**src/rtl/logic_unit_pipe.sv**
```systemverilog
// logic_unit_pipe: two-stage bitwise logic unit with valid/ready handshaking
// on both sides and a WIDTH-bit accumulator for the ACC_OR / ACC_XOR ops.
// Stage 1 holds the accepted operands. Stage 2 holds the computed result with
// its zero and parity flags. The result is visible after the second rising edge,
// counting the accepting edge as the first.
module logic_unit_pipe #(
  parameter int WIDTH = 4
) (
  input  logic             clk,
  input  logic             rst_n,
  input  logic             in_valid,
  output logic             in_ready,
  input  logic [WIDTH-1:0] a,
  input  logic [WIDTH-1:0] b,
  input  logic [2:0]       op,
  input  logic             acc_clr,
  output logic             out_valid,
  input  logic             out_ready,
  output logic [WIDTH-1:0] result,
  output logic             zero,
  output logic             parity
);

  typedef enum logic [2:0] {
    OP_AND     = 3'b000,
    OP_OR      = 3'b001,
    OP_XOR     = 3'b010,
    OP_NOR     = 3'b011,
    OP_NAND    = 3'b100,
    OP_XNOR    = 3'b101,
    OP_ACC_OR  = 3'b110,
    OP_ACC_XOR = 3'b111
  } op_e;

  // Stage 1 state
  logic             r_s1_valid;
  logic [WIDTH-1:0] r_s1_a;
  logic [WIDTH-1:0] r_s1_b;
  op_e              r_s1_op;

  // Stage 2 state
  logic             r_s2_valid;
  logic [WIDTH-1:0] r_result;
  logic             r_zero;
  logic             r_parity;
  logic [WIDTH-1:0] r_acc;

  // Handshake and datapath wires
  logic             w_s2_load;
  logic             w_in_xfer;
  logic             w_is_acc;
  logic [WIDTH-1:0] w_acc_base;
  logic [WIDTH-1:0] w_alu;

  // S2 accepts a new entry when it is empty or its entry leaves this cycle.
  // in_ready depends on state and out_ready only, so in_valid never loops back.
  assign w_s2_load = r_s1_valid && (!r_s2_valid || out_ready);
  assign in_ready  = !r_s1_valid || w_s2_load;
  assign w_in_xfer = in_valid && in_ready;

  assign out_valid = r_s2_valid;
  assign result    = r_result;
  assign zero      = r_zero;
  assign parity    = r_parity;

  assign w_is_acc   = (r_s1_op == OP_ACC_OR) || (r_s1_op == OP_ACC_XOR);
  // A clear on the same edge as an ACC load takes effect before the operation.
  assign w_acc_base = acc_clr ? '0 : r_acc;

  // Operation decode for the entry that is sitting in S1
  always_comb begin
    // NOTE: assign a default before the case so that no path leaves w_alu unassigned and infers a latch.
    w_alu = '0;
    unique case (r_s1_op)
      OP_AND:     w_alu = r_s1_a & r_s1_b;
      OP_OR:      w_alu = r_s1_a | r_s1_b;
      OP_XOR:     w_alu = r_s1_a ^ r_s1_b;
      OP_NOR:     w_alu = ~(r_s1_a | r_s1_b);
      OP_NAND:    w_alu = ~(r_s1_a & r_s1_b);
      OP_XNOR:    w_alu = ~(r_s1_a ^ r_s1_b);
      OP_ACC_OR:  w_alu = w_acc_base | r_s1_a;
      OP_ACC_XOR: w_alu = w_acc_base ^ r_s1_a;
      default:    w_alu = '0;
    endcase
  end

  // S1 occupancy: fill on an input transfer, empty when the entry moves to S2
  always_ff @(posedge clk or negedge rst_n) begin
    if (!rst_n) begin
      // NOTE: use non-blocking assignments for all clocked state so every register samples pre-edge values.
      r_s1_valid <= 1'b0;
    end else if (w_in_xfer) begin
      r_s1_valid <= 1'b1;
    end else if (w_s2_load) begin
      r_s1_valid <= 1'b0;
    end
  end

  // S1 operand capture
  always_ff @(posedge clk) begin
    // NOTE: the operand registers have no reset because the valid bit qualifies them, which keeps the reset tree small.
    if (w_in_xfer) begin
      r_s1_a  <= a;
      r_s1_b  <= b;
      r_s1_op <= op_e'(op);
    end
  end

  // S2 result register. It holds while the output is stalled.
  always_ff @(posedge clk or negedge rst_n) begin
    if (!rst_n) begin
      r_s2_valid <= 1'b0;
      r_result   <= '0;
      r_zero     <= 1'b1;
      r_parity   <= 1'b0;
    end else if (w_s2_load) begin
      r_s2_valid <= 1'b1;
      r_result   <= w_alu;
      r_zero     <= (w_alu == '0);
      r_parity   <= ^w_alu;
    end else if (out_ready) begin
      r_s2_valid <= 1'b0;
    end
  end

  // Accumulator: an ACC op entering S2 writes its result here.
  // Otherwise a clear request zeroes it.
  always_ff @(posedge clk or negedge rst_n) begin
    if (!rst_n) begin
      r_acc <= '0;
    end else if (w_s2_load && w_is_acc) begin
      r_acc <= w_alu;
    end else if (acc_clr) begin
      r_acc <= '0;
    end
  end

endmodule

```
**config.mk**
```make
export PLATFORM = sky130hd
export DESIGN_NAME = logic_unit_pipe
export DESIGN_NICKNAME = d
export VERILOG_FILES = /design/src/rtl/logic_unit_pipe.sv
export SDC_FILE = /design/constraint.sdc
export NUM_CORES = 1
export LEC_CHECK = 0
export ABC_AREA = 1
export CAP_MARGIN = 20
export CORE_ASPECT_RATIO = 1.75
export CORE_MARGIN = 1.5
export CORE_UTILIZATION = 56
export DETAILED_ROUTE_END_ITERATION = 6
export PLACE_DENSITY = 0.9
export REMOVE_ABC_BUFFERS = 1
export SYNTH_ARGS = -nofsm -noshare
export SYNTH_HDL_FRONTEND = slang
export SYNTH_SLANG_ARGS = --single-unit
```
**constraint.sdc**
```tcl
create_clock -name clk -period 3.8 [get_ports clk]
set_input_delay 0.38 -clock clk [delete_from_list [all_inputs] [get_ports clk]]
set_output_delay 0.38 -clock clk [all_outputs]
set_load 0.005 [all_outputs]
```
# Word-level counts from Yosys, hierarchy flattened

Cells that the tools add are included.

$add $sub $neg: 0
Multiply operators: 0
Div/mod/pow operators: 0
Magnitude comparators: 0
Equality and inequality tests: 7
Shift operators: 0
Multiplexer cells: 7
Bitwise logic cells: 8
Reductions and logical operators: 13

Operators with widths:

| cell                                                | number |
|---|---|
| case mux 4 bit (8 select lines)                     | 1 |
| equality test 3 bit, second input constant          | 4 |
| inverter 4 bit                                      | 3 |
| two-way mux 4 bit                                   | 2 |
| OR 4 bit                                            | 2 |
| XOR 4 bit                                           | 2 |
| equality test 3 x 2 -> 1 bit, second input constant | 2 |
| AND 4 bit                                           | 1 |
| logical NOT 4 bit                                   | 1 |
| two-way mux 1 bit                                   | 4 |
| nonzero test 2 bit                                  | 2 |
| XOR reduction 4 bit                                 | 1 |
| equality test 3 x 1 -> 1 bit, second input constant | 1 |
| logical AND 1 bit                                   | 3 |
| logical NOT 3 bit                                   | 1 |
| logical OR 1 bit                                    | 3 |
| logical NOT 1 bit                                   | 2 |

Flip-flop bits (word level): 23
Bits in latches: 0
RAM bits: 0
Memory bits (read-only): 0
Input port bits: 16
Memories kept: 0

# Depth between registers and ports, before layout

Gate-level depths: netlist of the first run.

Depth after elaboration: 6
Depth in mapped cells: 11
Mapped depth without buffers: 11

# Worst setup path before layout of the first run

Ideal clock, no wire load.

Path type: input to register
From: input acc_clr
To: register r_parity, in the netlist parity
Library setup time: 0.136 ns
Data arrival time: 1.632 ns
Data required time: 3.664 ns
Slack: 2.032 ns
Stages on the path: 11
Buffers on the path: 0
Cell sequence: inv_1 -> nand2_1 -> ha_1 -> nand2_1 -> nand2_1 -> nor2_1 -> nand3_2 -> inv_1 -> ha_1 -> xnor2_1 -> o21ai_0

Word-level cells in the longest chain between the ends: 4

RTL lines:

| element                               | RTL line | text |
|---|---|---|
| from (decl)                           | 16       | `input logic acc_clr,` |
| two-way mux 4 bit *                   | --       |  |
| XOR 4 bit or OR 4 bit (tied branches) | 82, 81   |  |
| case mux 4 bit (8 select lines) *     | 74       | `unique case (r_s1_op)` |
| XOR reduction 4 bit *                 | 120      | `r_parity <= ^w_alu;` |
| to (signal assigned)                  | 120      |  |
| to (decl)                             | 45       | `logic r_parity;` |

Every way passes the cells marked *; elsewhere a longest branch is shown, timed or not.
A chain may end at the register's enable or synchronous reset.

# Worst setup path in the final report of the first run

Ends and elaborated chain as after synthesis.

==> metrics.yaml, run 1 <==
die:
  core-area_um2: 2460
  rows: 24
  fp.dieH_um: 70.1
  die-area_um2: 2900
  die_w_um: 41.4
  top_level_ports: 24
  start_util: 0.585
timing:
  post-route-period-util: 0.576
  max_slew_margin: 0.647
  max_freq_mhz: 457
  finalHoldViolations: 0
  whs_ns: 0.459
  worst-slew-pin-transition_ns: 0.528
  post-route-min-period_ns: 2.19
  rsz0062_at_grt: "no"
  clock_skew_ns: 0.000678
  final_max_slew_viol_count: 0
  setup_viol: 0
  tns_ns: 0
setup_path:
  cp_max_fo: 8
  path_delay_family: "buffers and inverters"
  cpPeakStageDelay_ns: 0.39
  critPathMostFrequentCell: "nand2_1"
  worstPathCellList: "clkdlybuf4s50_1 > inv_1 > nand2_1 > ha_1 > nand2_1 > nand2_1 > nor2_1 > nand3_2 > inv_1 > ha_1 > xnor2_1 > o21ai_0"
  r2r-end: "parity"
  start_kind: "input pin"
  required_ns: 3.94
  cpMaxStageDelayCell: "clkdlybuf4s50_1"
  r2r_cells: 9
  rrSetupSlack_ns: 1.69
  crit_buf_inv: 3
  crit_arrival_ns: 2.33
  r2r_start: "r_s1_op[2]"
  critPathCaptureType: "flop"
  crit_type: "in -> reg"
yosys:
  synth-seq-cells: 23
  synth_top_area_cell: "edfxtp_1"
  syn_avg_cell_area_um2: 8.38
  synth_area_um2: 1440
  synth_top_cell_area_share: 0.229
  yosysWarnings: 0
  ys_seq_area_frac: 0.438
  synthCells: 172
  synth_area_leaders: "edfxtp_1 23%, dfrtp_1 19%, nand2_1 14%"
  synth_cell_types: 20
layout:
  drive_gt1_frac: 0.0619
  syn2layout_area_growth_pct: 19.1
  antenna_cells: 0
  layout.nets: 225
clock_tree:
  clk_pin_slew_ns: 0.07
  cts_num_sinks: 23
  htree_levels: 1
  cts_tree: "yes"
  root_buffer: "clkbuf_8"
  cts_buffers: 3
  cts_resized: 0
  ctsLongestPathBuffers: 2
  cts_hold_buf: 0
  post-cts-setup-buffer-count: 0
  insertion_delay_ns: 0.26
routing:
  wl_met2_um: 1810
  firstDrtPassIters: 4
  drc: 0
  wl_met3_um: 143
  drtIter0Drc: 58
  ant_nets: 0
  met1_length_um: 1170
  top_layer: "met4"
  vias: 1243
  viasPerCell: 5.65
  routedWlPerCell_um: 14.9
  totalWireLength_um: 3270
hold_path:
  min_path_type: "in -> async"
pwr:
  cellLeakagePower_nw: 0.866
  power_mw: 0.684
  cellPowerDensity_nw_per_um2: 399
  ir_worst_vdd_uv: 310
placed_design:
  portBuffers: 23
  gp_congestion: 0.880
  dp.final_hpwl_um: 2520
grt:
  grt_pass1_wl_um: 5260
  grt_max_degree: 16
  overflow: 0
  grt_pass1_vias: 1253
  grt_antenna_before_repair: 0
  grt.total_usage: 0.262
run_status:
  status: "finished clean"
run:
  drv_cap: 0
[synthesized netlist by cell type]
cell type / instances
nor3_2: 1
xnor2_1: 1
nand3_2: 5
clkbuf_1: 1
nand3b_1: 4
dfrtp_1: 11
nand4_1: 16
buf_4: 1
o21ai_0: 2
edfxtp_1: 11
ha_1: 14
dfstp_2: 1
nand3_1: 5
buf_6: 1
nor2_1: 14
nor2_4: 1
buf_2: 2
inv_1: 27
inv_2: 1
nand2_1: 53
[cell families after synthesis]
kind of cell	count (synthesis)	synth area share
AND/OR/NAND/NOR	99	0.332
AO/OA/AOI/OAI	2	0.00694
flip-flops	23	0.438
adder cells (fa/ha/maj)	14	0.122
XOR/XNOR	1	0.00608
buffers and inverters	33	0.0955
[metal layers]
metal / up-vias / GRT usage
li1: 601 / -
met1: 581 / 0.290
met2: 46 / 0.446
met3: 15 / 0.0317
met4: 0 / 0.136
met5: - / 0
[registers in the layout (all words and copies together) (netlist names)]
register and count:
out_valid 1, r_s1_b 4, r_acc 4, zero 1
parity 1, result 4, r_s1_valid 1, r_s1_op 3
r_s1_a 4
[worst max path at each step]
stage,start,cells past startpoint,to,slack (ns)
floorplan,acc_clr,11,parity,2.03
global placement,acc_clr,12,parity,1.43
detailed placement,acc_clr,12,parity,1.32
CTS,acc_clr,12,parity,1.62
global route,acc_clr,12,parity,1.39
finish,acc_clr,12,parity,1.61
[worst reg2reg max path, cell delays in order, from the launching register on]
cell and delay (ns):
edfxtp_1 0.64, inv_1 0.30, nand4_1 0.18, nand2_1 0.06, nor2_1 0.11, nand3_2 0.13, inv_1 0.09, ha_1 0.24
xnor2_1 0.16, o21ai_0 0.08
[layout make-up]
| cell class | count | area [µm²] |
|---|---|---|
| multi-input combinational | 116 | 672 |
| tap | 26 | 32.5 |
| inverter | 28 | 105 |
| clock buffer | 4 | 45.0 |
| fill | 203 | 746 |
| sequential | 23 | 632 |
| timing repair buffer | 23 | 230 |
[stage by stage]
step                worst slack, ns   util  instances  area [µm²]
detailed placement             1.32  0.679        216        1670
CTS                            1.62  0.697        220        1720
global route                   1.39  0.697        220        1720
global placement               1.43  0.679        216        1670
finish                         1.61  0.697        220        1720
floorplan                      2.03      -        167        1410
[placed cells by master (no fill, tap or decap)]
master and n:
clkbuf_1 1, clkbuf_8 3, clkdlybuf4s50_1 23, dfrtp_1 11, dfstp_2 1, edfxtp_1 11, ha_1 14, inv_1 27
inv_2 1, nand2_1 53, nand3_1 5, nand3_2 5, nand3b_1 4, nand4_1 16, nor2_1 14, nor2_4 1
nor3_2 1, o21ai_0 2, xnor2_1 1
[power by group]
group          internal (mW)  leakage [nW]  total (mW)  switching [mW]
Sequential             0.303         0.257       0.334          0.0306
Combinational          0.102         0.586       0.202           0.101
Clock                 0.0749        0.0228       0.148          0.0733
Note: power is estimated with default switching activity, not from simulation.
==> run 2: changes to the inputs <==
--- a/config.mk
+++ b/config.mk
@@ -9,9 +9,9 @@
 export CAP_MARGIN = 20
 export CORE_ASPECT_RATIO = 1.75
 export CORE_MARGIN = 1.5
-export CORE_UTILIZATION = 56
+export CORE_UTILIZATION = 52
 export DETAILED_ROUTE_END_ITERATION = 6
-export PLACE_DENSITY = 0.9
+export PLACE_DENSITY = 0.85
 export REMOVE_ABC_BUFFERS = 1
 export SYNTH_ARGS = -nofsm -noshare
 export SYNTH_HDL_FRONTEND = slang
==> constraint.sdc (replaced) <==
create_clock -name clk -period 2.11 [get_ports clk]
set_input_delay 0.211 -clock clk [delete_from_list [all_inputs] [get_ports clk]]
set_output_delay 0.211 -clock clk [all_outputs]
set_load 0.005 [all_outputs]
==> metrics.yaml, run 2 (synthesis results as in run 1) <==
die:
  rows: 25  # was 24
  start_util: 0.542  # was 0.585
  die-area_um2: 3110  # was 2900 µm²
  fp.dieH_um: 72.6  # was 70.1 µm
  core-area_um2: 2660  # was 2460 µm²
  top_level_ports: 24  # unchanged
  die_w_um: 42.8  # was 41.4 µm
routing:
  totalWireLength_um: 3090  # was 3270 µm
  ant_nets: 0  # unchanged
  firstDrtPassIters: 4  # unchanged
  viasPerCell: 5.47  # was 5.65
  vias: 1268  # was 1243
  drc: 0  # unchanged
  routedWlPerCell_um: 13.3  # was 14.9 µm
  drtIter0Drc: 30  # was 58
timing:
  timing.final.ws_setup_ns: 0.230  # was 1.61 ns
  post-route-period-util: 0.891
  rsz0062_at_grt: "no"  # unchanged
  post-route-min-period_ns: 1.88
  max_freq_mhz: 532
  setup_viol: 0  # unchanged
  final_max_slew_viol_count: 0  # unchanged
  worst-slew-pin-transition_ns: 0.546  # was 0.528 ns
  clock_skew_ns: 0.00602  # was 0.000678 ns
  finalHoldViolations: 0  # unchanged
  tns_ns: 0  # unchanged
  whs_ns: 0.300  # was 0.459 ns
  max_slew_margin: 0.635  # was 0.647
clock_tree:
  cts_hold_buf: 0  # unchanged
  cts_buffers: 3  # unchanged
  htree_levels: 1  # unchanged
  root_buffer: "clkbuf_8"  # unchanged
  cts_num_sinks: 23  # unchanged
  clk_pin_slew_ns: 0.08  # was 0.07 ns
  ctsLongestPathBuffers: 2  # unchanged
  cts_tree: "yes"  # unchanged
  insertion_delay_ns: 0.26  # about the same
layout:
  multiInputGateArea_um2: 672  # unchanged
  syn2layout_area_growth_pct: 24.8  # was 19.1%
  seq_area_um2: 632  # unchanged
  layout.nets: 236  # was 225
  antenna_cells: 0  # unchanged
  drive_gt1_frac: 0.117  # was 0.0619
  final_cell_mix: "53 x nand2_1, 26 x inv_1, 23 x clkdlybuf4s50_1"  # was 53 x nand2_1, 27 x inv_1, 23 x clkdlybuf4s50_1
  final_common_cell: "nand2_1"  # unchanged
  fillers: 220  # was 203
  utilization: 0.677  # was 0.697
placed_design:
  dp_slack_ns: 0.0185  # was 1.32 ns
  gp_congestion: 0.917  # was 0.880
  portBuffers: 23  # unchanged
  dp.final_hpwl_um: 2400  # was 2520 µm
pwr:
  cellPowerDensity_nw_per_um2: 691  # was 399 nW/µm²
  power_mw: 1.24  # was 0.684 mW
  ir_worst_vdd_uv: 549  # was 310 µV
  cellLeakagePower_nw: 0.908  # was 0.866 nW
setup_path:
  crit_arrival_ns: 2.03  # was 2.33 ns
  start_kind: "flop"  # was input pin
  crit_type: "reg -> reg"  # was in -> reg
  worstPathCellList: "clkinvlp_2 > nand4_1 > nand2_1 > nor2_1 > nand3_2 > inv_1 > ha_1 > xnor2_1 > o21ai_0"  # was clkdlybuf4s50_1 > inv_1 > nand2_1 > ha_1 > nand2_1 > nand2_1 > nor2_1 > nand3_2 > inv_1 > ha_1 > xnor2_1 > o21ai_0
  critPathCaptureType: "flop"  # unchanged
  cpMaxStageDelayCell: "edfxtp_1"  # was clkdlybuf4s50_1
  required_ns: 2.26  # was 3.94 ns
  cp_max_fo: 6  # was 8
  cpPeakStageDelay_ns: 0.51  # was 0.39 ns
grt:
  grt_max_degree: 14  # was 16
  grt.total_usage: 0.230  # was 0.262
  grt-busiest-layer: "met2"  # unchanged
  met2_usage: 0.396  # was 0.446
  grtUsageMet1: 0.233  # was 0.290
  grt_pass1_wl_um: 5290  # was 5260 µm
  grt_antenna_before_repair: 0  # unchanged
  grt_pass1_vias: 1298  # was 1253
  overflow: 0  # unchanged
  met3_usage: 0.0322  # was 0.0317
run:
  drv_cap: 0  # unchanged
run_status:
  status: "finished clean"  # unchanged
hold_path:
  min_path_type: "in -> async"  # unchanged
==> run 2: changes by cell type in the layout (fill, tap and decap cells not counted) <==
cell / delta
clkinvlp_4: +1
clkinvlp_2: +1
clkbuf_2: +1
buf_4: +9
inv_1: -1
==> run 2: metrics by stage <==
stage               cells  area [µm²]
detailed placement    223        1720
finish                232        1800
CTS                   227        1760
global placement      223        1720
global route          232        1800
floorplan             167        1410
==> run 2: routing by layer <==
layer | share of wire | vias to the layer above
met4 | 0.069 | 0
met3 | 0.035 | 18
met5 | 0 | -
li1 | - | 626
met2 | 0.53 | 47
met1 | 0.36 | 577
==> run 2: timing repair <==
action	in CTS	in global routing
endpoints found under the setup margin	0	1
buffers inserted	0	4
resized for setup	0	1
==> run 2: final timing paths <==
| path | from | to | slack (ns) | depth (start not counted) |
|---|---|---|---|---|
| setup / recovery | r_s1_op[2] | parity | 0.23 | 9 |
| hold / removal | rst_n | r_acc[3] | 0.30 | 1 |
| setup reg to reg | r_s1_op[2] | parity | 0.23 | 9 |
| hold reg to reg | result[0] | result[0] | 0.49 | 2 |
| max in group asynchronous | rst_n | zero | 1.44 | 1 |
| min in group clk | result[0] | result[0] | 0.49 | 2 |
==> run 2: critical path, delay by kind of cell, from the launching register on <==
kind	cells	cell delay, ns
fa+ha+maj	1	0.23
flops	1	0.51
xor+xnor	1	0.14
compound gates	1	0.08
simple gates	4	0.44
buf+inv	2	0.36
==> run 2: cell type report <==
cell class                      count  area share
Timing Repair Buffer               33       0.168
Sequential cell                    23       0.351
Inverter                           28      0.0605
Multi-Input combinational cell    116       0.373
Clock buffer                        4      0.0250
Tap cell                           27      0.0188
Timing Repair inverter              1     0.00278
==> run 2: report_power, final <==
part	internal, mW	total [mW]	switching, mW
Clock	0.135	0.260	0.126
Combinational	0.204	0.391	0.187
Sequential	0.546	0.592	0.0468
Total	0.884	1.24	0.360
